## src/rtl/alu_share_arbiter_pkg.sv

```systemverilog
// Shared definitions for alu_share_arbiter.
//   state_t      : arbiter FSM states (IDLE, EXEC, RESP)
//   ALU_* consts : alucontrol encodings of the shared ALU
//   *_DEF        : default operand and control widths
package alu_share_arbiter_pkg;

   localparam int unsigned WIDTH_DEF = 32;
   localparam int unsigned CTRLW_DEF = 3;

   typedef enum logic [1:0] {
      ST_IDLE,
      ST_EXEC,
      ST_RESP
   } state_t;

   localparam logic [2:0] ALU_ADD = 3'b000;
   localparam logic [2:0] ALU_SUB = 3'b001;
   localparam logic [2:0] ALU_AND = 3'b010;
   localparam logic [2:0] ALU_OR  = 3'b011;
   localparam logic [2:0] ALU_XOR = 3'b100;
   localparam logic [2:0] ALU_SLT = 3'b101;
   localparam logic [2:0] ALU_SLL = 3'b110;
   localparam logic [2:0] ALU_SRL = 3'b111;

endpackage

```

## src/rtl/alu_share_arbiter_rr_arb2.sv

```systemverilog
// rr_arb2: two-way round-robin grant, purely combinational.
// Ports:
//   valid      in  2  request valids
//   last_grant in  1  id of the most recent accepted requester
//   grant      out 2  one-hot grant, zero when nothing is valid
// The last_grant register lives in the parent.
module rr_arb2
   import alu_share_arbiter_pkg::*;
(
   input  logic [1:0] valid,
   input  logic       last_grant,
   output logic [1:0] grant
);

   always_comb begin
      grant = '0;
      unique case (valid)
         2'b01:   grant = 2'b01;
         2'b10:   grant = 2'b10;
         // contention: favour whoever did not win last time
         2'b11:   grant = last_grant ? 2'b01 : 2'b10;
         default: grant = '0;
      endcase
   end

endmodule

```

## src/rtl/alu_share_arbiter.sv

```systemverilog
// alu_share_arbiter: shares one combinational ALU between two requesters.
// Round-robin grant in IDLE, registered operands drive the ALU during EXEC,
// registered result/zero/owner are held in RESP until consumed.
// Ports:
//   clk, reset                      clock, synchronous active-high reset
//   req_valid/req_ready [1:0]       per-requester handshake (ready one-hot or zero)
//   req_a0/req_b0/req_ctrl0         requester 0 operands and op
//   req_a1/req_b1/req_ctrl1         requester 1 operands and op
//   alu_a/alu_b/alu_ctrl            registered operands to the ALU
//   alu_result/alu_zero             ALU outputs
//   rsp_valid/rsp_ready             response handshake
//   rsp_id/rsp_result/rsp_zero      registered response
// Build option: define ALU_ARB_BYPASS_EN to allow a new grant in RESP on the
// same cycle the response is consumed (1 op / 2 cycles instead of 1 op / 3).
module alu_share_arbiter
   import alu_share_arbiter_pkg::*;
#(
   parameter int unsigned WIDTH = WIDTH_DEF,
   parameter int unsigned CTRLW = CTRLW_DEF
) (
   input  logic             clk,
   input  logic             reset,
   input  logic [1:0]       req_valid,
   output logic [1:0]       req_ready,
   input  logic [WIDTH-1:0] req_a0,
   input  logic [WIDTH-1:0] req_b0,
   input  logic [CTRLW-1:0] req_ctrl0,
   input  logic [WIDTH-1:0] req_a1,
   input  logic [WIDTH-1:0] req_b1,
   input  logic [CTRLW-1:0] req_ctrl1,
   output logic [WIDTH-1:0] alu_a,
   output logic [WIDTH-1:0] alu_b,
   output logic [CTRLW-1:0] alu_ctrl,
   input  logic [WIDTH-1:0] alu_result,
   input  logic             alu_zero,
   output logic             rsp_valid,
   input  logic             rsp_ready,
   output logic             rsp_id,
   output logic [WIDTH-1:0] rsp_result,
   output logic             rsp_zero
);

   state_t     state;
   state_t     state_next;
   logic       last_grant;
   logic [1:0] grant;
   logic       accept;
   logic       grant_id;

   rr_arb2 u_arb (
      .valid      (req_valid),
      .last_grant (last_grant),
      .grant      (grant)
   );

   always_ff @(posedge clk) begin
      if (reset) state <= ST_IDLE;
      else       state <= state_next;
   end

   always_comb begin
      state_next = state;
      req_ready  = '0;
      unique case (state)
         ST_IDLE: begin
            req_ready = grant;
            if (grant != '0) state_next = ST_EXEC;
         end
         ST_EXEC: state_next = ST_RESP;
         ST_RESP: begin
            if (rsp_ready) begin
`ifdef ALU_ARB_BYPASS_EN
               req_ready  = grant;
               state_next = (grant != '0) ? ST_EXEC : ST_IDLE;
`else
               state_next = ST_IDLE;
`endif
            end
         end
         default: state_next = ST_IDLE;
      endcase
   end

   assign accept   = |req_ready;
   assign grant_id = req_ready[1];

   // Owner id is captured at accept; with bypass it may change in the same
   // edge that drops rsp_valid, so a visible response never sees it move.
   always_ff @(posedge clk) begin
      if (reset) begin
         alu_a      <= '0;
         alu_b      <= '0;
         alu_ctrl   <= '0;
         last_grant <= 1'b1;
         rsp_valid  <= 1'b0;
         rsp_id     <= 1'b0;
         rsp_result <= '0;
         rsp_zero   <= 1'b0;
      end else begin
         if (accept) begin
            alu_a      <= grant_id ? req_a1    : req_a0;
            alu_b      <= grant_id ? req_b1    : req_b0;
            alu_ctrl   <= grant_id ? req_ctrl1 : req_ctrl0;
            rsp_id     <= grant_id;
            last_grant <= grant_id;
         end
         if (state == ST_EXEC) begin
            rsp_result <= alu_result;
            rsp_zero   <= alu_zero;
            rsp_valid  <= 1'b1;
         end else if (state == ST_RESP && rsp_ready) begin
            rsp_valid  <= 1'b0;
         end
      end
   end

endmodule

```

## config.mk

```make
export PLATFORM = sky130hd
export DESIGN_NAME = alu_share_arbiter
export DESIGN_NICKNAME = d
export VERILOG_FILES = /design/src/rtl/alu_share_arbiter_pkg.sv /design/src/rtl/alu_share_arbiter_rr_arb2.sv /design/src/rtl/alu_share_arbiter.sv
export SDC_FILE = /design/constraint.sdc
export NUM_CORES = 1
export LEC_CHECK = 0
export ABC_AREA = 1
export BUFFER_PORTS_ARGS = -buffer_cell sky130_fd_sc_hd__buf_2
export CORE_MARGIN = 4
export CORE_UTILIZATION = 49
export CTS_BUF_LIST = sky130_fd_sc_hd__clkbuf_8
export DETAILED_ROUTE_END_ITERATION = 16
export PLACE_DENSITY = 0.93
export SLEW_MARGIN = 10
export SYNTH_ARGS = -nofsm -noshare
export SYNTH_HDL_FRONTEND = slang
export SYNTH_SLANG_ARGS = --single-unit
```

## constraint.sdc

```tcl
create_clock -name clk -period 3 [get_ports clk]
set_input_delay 0.45 -clock clk [delete_from_list [all_inputs] [get_ports clk]]
set_output_delay 0.45 -clock clk [all_outputs]
set_load 0.01 [all_outputs]
```

-- After elaboration in Yosys (flattened, before gate mapping)
Cells that the tools add are included.
- equality and inequality tests: 7
- multiplexer cells: 11
- reduce and logical (&&, ||, !) cells: 6
- operator list (cell ; number):
    32-bit two-way mux ; 2
    2-bit one-hot mux with 3 select lines ; 2
    2-bit two-way mux ; 4
    2-bit equality test, second input constant ; 3
    2-bit by 1-bit equality test with 1-bit output, second input constant ; 2
    2-bit != test, second input constant ; 2
    2-bit nonzero test ; 2
    3-bit two-way mux ; 1
    2-bit logical NOT ; 1
    1-bit two-way mux ; 2
    2-bit AND reduction ; 1
    2-bit OR reduction ; 1
    1-bit logical AND ; 1
- flip-flop bits (word level): 105
- input port bits: 172
- output and inout bits: 104

-- Logic depth before layout (Yosys ltp)
- depth after elaboration: 5
- mapped depth: 9
- gate-level depth less buffers: 8

-- Hierarchy
From an unflattened synthesis, not the netlist that was laid out.
- cells, all modules: 752
- area, all modules: 4874.7 µm²
- by module, submodules not included (module ; times used ; cells each ; area each (µm²) ; seq. area each (µm²)):
    alu_share_arbiter ; 1 ; 747 ; 4853.4 ; 2102.0
    rr_arb2 ; 1 ; 5 ; 21.3 ; 0.0

-- Worst setup path after synthesis
No wires, ideal clock.
- path kind: input port to output port
- start point: input req_valid[1]
- end point: output req_ready[0]
- arrival: 1136 ps
- required time: 2550 ps
- path slack: 1414 ps
- stages: 5
- buffers on the path: 1
- cells stage by stage: inv_1 > nand2_2 > nand3_1 > clkbuf_1 > inv_1
- longest elaborated chain between the ends: 3
- elaborated cells between the ends (all ways): 5
- RTL lines (item ; RTL line ; RTL):
    start, declared ; alu_share_arbiter.sv:23 ; input logic [1:0] req_valid,
    2-bit equality test / 2-bit by 1-bit equality test with 1-bit output (equally long branches) ; alu_share_arbiter_rr_arb2.sv:17 ; unique case (valid)
    2-bit one-hot mux with 3 select lines (*) ; alu_share_arbiter_rr_arb2.sv:17 ;
    2-bit two-way mux (*) ; alu_share_arbiter.sv:64 ; unique case (state)
    end, declared ; alu_share_arbiter.sv:24 ; output logic [1:0] req_ready,
Every way passes the cells marked *; elsewhere a longest branch is shown, timed or not.

-- Worst setup path in the final report
- start point: register state[1]
- end point: output req_ready[1]
- longest elaborated chain between the ends: 2
- RTL lines (item ; RTL line ; RTL):
    start, declared ; alu_share_arbiter.sv:43 ; state_t state;
    start signal, assigned ; alu_share_arbiter.sv:58 ; else state <= state_next;
    2-bit logical NOT ; alu_share_arbiter.sv:64 ;
    2-bit two-way mux ; alu_share_arbiter.sv:64 ;
Every way passes these cells.

==> results_tabular.tex <==
\begin{tabular}{lr}
\hline
Metric & Value \\
\hline
\multicolumn{2}{l}{\textbf{Synthesis}} \\
\quad Adder-Cell Fraction of Synth Area & 0\% \\
\quad Cell type with the largest total area after synthesis & dfxtp\_1 \\
\quad Synthesis warning total & 0 \\
\quad Net Count, Synth & 921 \\
\quad Multiplexer area fraction after synthesis & 0\% \\
\quad Number of flip-flops and latches in the synthesized netlist & 105 \\
\quad Fraction of synthesized cell area taken by the top area cell type & 44.1\% \\
\quad Mean cell area of the mapped netlist & 6.37 µm² \\
\quad Share of the synthesized area in compound gates (AO/OA/AOI/OAI) & 9.97\% \\
\quad Gate Count Post-Synth & 749 \\
\quad Synthesized cell area & 4770 µm² \\
\quad Post-synth cell types & 18 \\
\quad Xor and xnor fraction of the mapped netlist area & 0\% \\
\quad Synth Area in Simple Gates & 35.7\% \\
\quad Post-synthesis sequential area ratio & 44.1\% \\
\quad Main combinational cell family by area after synthesis & simple AND/OR/NAND/NOR gates \\
\quad Cell types occupying the most area after synthesis & dfxtp\_1 (44\%), nand2\_1 (21\%), nand3\_1 (7.3\%) \\
\multicolumn{2}{l}{\textbf{Timing}} \\
\quad Time the final worst path needs with I/O delays and setup & 2.17 ns \\
\quad Max-Slew Margin vs Limit & 32.8\% \\
\quad Setup Skew & 0.0120 ns \\
\quad Final-report hold violation count & 0 \\
\quad Unrepaired setup endpoints after global routing & no \\
\quad Slew at the pin closest to its max-slew limit & 1.01 ns \\
\quad Post-route worst setup slack & 0.827 ns \\
\quad Max Transition Viols Final & 0 \\
\quad Peak clock frequency supported by timing & 460 MHz \\
\quad Crit share post-route & 72.4\% \\
\quad Setup violation total in the final timing report & 0 \\
\quad Setup total negative slack & 0 ns \\
\multicolumn{2}{l}{\textbf{Power and ir drop}} \\
\quad Clock group share of total power & 24.6\% \\
\quad Peak ir drop on the vdd network & 0.317 mV \\
\quad Pwr dens & 541 nW/µm² \\
\quad Leakage & 3.76 nW \\
\quad Combinational cell fraction of total power & 28.2\% \\
\quad Internal cell power & 0.00232 W \\
\quad Net Sw Power & 0.00114 W \\
\quad Sequential cell fraction of total power & 47.2\% \\
\quad Switch share & 32.9\% \\
\multicolumn{2}{l}{\textbf{Global route}} \\
\quad Wire length of the first global-routing pass & 24200 µm \\
\quad Global-route usage over all layers & 26.1\% \\
\quad Antenna violations before repair & 1 \\
\quad Via count of the first global-routing pass & 5146 \\
\quad Remaining global-route overflow & 0 \\
\quad Pin count of the biggest net entering global routing & 72 \\
\multicolumn{2}{l}{\textbf{Route}} \\
\quad Vias per std cell & 4.85 \\
\quad Per-cell routed wire length & 13.5 µm \\
\quad Detailed-routing iteration count for the pre-antenna-repair pass & 7 \\
\quad Drt drc & 0 \\
\quad DR vias & 5491 \\
\quad Routed Antenna Nets & 0 \\
\quad DRT iter0 DRCs & 305 \\
\quad Aggregate routed wire length & 15300 µm \\
\multicolumn{2}{l}{\textbf{Placed design}} \\
\quad Worst setup slack after placement & 1.10 ns \\
\quad Count of input and output buffers & 275 \\
\quad Final estimated routing congestion in global placement & 0.820 \\
\quad DPL Wire Length & 11400 µm \\
\multicolumn{2}{l}{\textbf{Job}} \\
\quad Max-cap violations & 0 \\
\multicolumn{2}{l}{\textbf{Status}} \\
\quad Status & completed \\
\multicolumn{2}{l}{\textbf{Finish}} \\
\quad Filler Cell Count & 837 \\
\quad Fraction of layout instances using a drive strength above 1 & 30.5\% \\
\quad Final net count & 1169 \\
\quad Area growth, synth to finish & 34.0\% \\
\multicolumn{2}{l}{\textbf{Clock network}} \\
\quad Clock transition at the register clock pins on the worst setup and hold paths after CTS & 0.09 ns \\
\quad Count of instances resized after the clock tree is built & 0 \\
\quad CTS tree & built \\
\quad Root Buffer Master & clkbuf\_8 \\
\quad Hold-fix buffer count after cts & 0 \\
\quad Number of buffers on the longest clock path & 2 \\
\quad Num CTS Buffers & 9 \\
\quad Worst-Skew Late Latency & 0.36 ns \\
\quad Maximum level of the CTS H-tree & 3 \\
\quad Number of sinks driven by the clock tree & 105 \\
\quad Count of buffers added by post-CTS timing repair for setup & 0 \\
\multicolumn{2}{l}{\textbf{Die}} \\
\quad Chip Width & 107 µm \\
\quad Die height & 107 µm \\
\quad Starting density of the core & 50.9\% \\
\quad Core box area & 9370 µm² \\
\quad Full die area & 11400 µm² \\
\quad Num rows & 35 \\
\quad I/O Pins & 276 \\
\multicolumn{2}{l}{\textbf{Worst setup path}} \\
\quad Startpoint type of the worst setup path & flip-flop \\
\quad Endpoint type of the worst setup path & primary output \\
\quad Arrival time reported for the critical path endpoint & 1.72 ns \\
\quad Category of the critical setup timing path & reg -> out \\
\quad Worst-path maximum fanout & 31 \\
\quad Required @ worst endpoint & 2.55 ns \\
\multicolumn{2}{l}{\textbf{Worst hold path}} \\
\quad Worst hold path class & in -> reg \\
\hline
\end{tabular}
## power by group through the flow
| stage | combinational, W | sequential [W] | clock (W) |
|---|---|---|---|
| floorplan | 0.000506 | 0.00173 | 0 |
| global route | 0.00110 | 0.00165 | 0.000927 |
| global placement | 0.000961 | 0.00166 | 0 |
| finish | 0.000975 | 0.00163 | 0.000851 |
| detailed placement | 0.000981 | 0.00166 | 0 |
| CTS | 0.000983 | 0.00163 | 0.000866 |
## final cells by class
class / count / area, µm² / share of cell area (%)
tap: 129 / 161 / 2.53
antenna: 1 / 2.50 / 0.0392
clock buffer: 9 / 124 / 1.94
timing repair buffer: 286 / 1470 / 23.0
multi-input combinational: 519 / 2180 / 34.1
clock inverter: 6 / 62.6 / 0.979
inverter: 76 / 285 / 4.46
sequential: 105 / 2100 / 32.9
## flip-flops by register name (all words and copies together), names as in the netlist
| register | count |
|---|---|
| last_grant | 1 |
| alu_b | 32 |
| state | 2 |
| rsp_id | 1 |
| rsp_zero | 1 |
| rsp_valid | 1 |
| rsp_result | 32 |
| alu_ctrl | 3 |
| alu_a | 32 |
## placed cells by master, fill, tap and decap left out, types with 2 or more instances in the layout
cell	instances
nand3_1	69
buf_4	10
o21ai_0	33
nand3_2	2
buf_2	275
a21oi_1	62
dfxtp_1	105
nand2_2	2
clkinv_4	2
clkbuf_8	9
nor2_1	83
nand2_1	266
inv_1	76
## logic make-up after synthesis
family	Yosys count
AOI/OAI and AO/OA	95
buffers and inverters	125
DFF	105
and+or+nand+nor	424
## synthesized netlist by cell type
master,count
clkbuf_1,36
nor2_1,83
buf_1,4
buf_4,1
nand3_2,1
buf_2,7
dfxtp_1,105
o21ai_0,33
nand3_1,70
buf_6,1
nand2_2,2
inv_2,1
nand2_1,266
nor2_4,1
nand3b_1,1
clkinv_1,1
a21oi_1,62
inv_1,74
## final timing paths
path	depth (start not counted)	end	slack, ns	start
worst max-delay path	5	req_ready[1]	0.83	state[1]
worst min-delay path	3	rsp_result[14]	0.34	alu_result[14]
worst max register to register	8	alu_b[8]	1.10	state[1]
worst min register to register	2	rsp_id	0.46	rsp_id
## per-stage QoR
step | util (%) | power [W] | area (µm²) | hold WS [ns] | std cells
global route | 68.2 | 0.00368 | 6390 | 0.341 | 1131
detailed placement | 66.2 | 0.00264 | 6200 | 0.451 | 1115
finish | 68.2 | 0.00346 | 6390 | 0.344 | 1131
floorplan | - | 0.00224 | 4770 | 0.429 | 749
CTS | 68.2 | 0.00348 | 6390 | 0.326 | 1130
global placement | 66.2 | 0.00262 | 6200 | 0.445 | 1115
## per-layer routing
metal / GRT usage (%) / up-vias / part of all wire (%) / routed length (µm)
met3: 8.97 / 27 / 11 / 1670
met1: 29.2 / 2405 / 37 / 5580
met4: 8.04 / 0 / 1.8 / 271
met5: 0 / - / 0 / 0
met2: 46.5 / 267 / 51 / 7740
li1: - / 2792 / - / -
## critical path, cell delays in order (launching register included)
cell and delay [ns]:
dfxtp_1 0.36, nor2_4 0.14, buf_4 0.34, nand3_2 0.17
clkinv_1 0.19, buf_2 0.16
(Power assumes the default switching activity.)
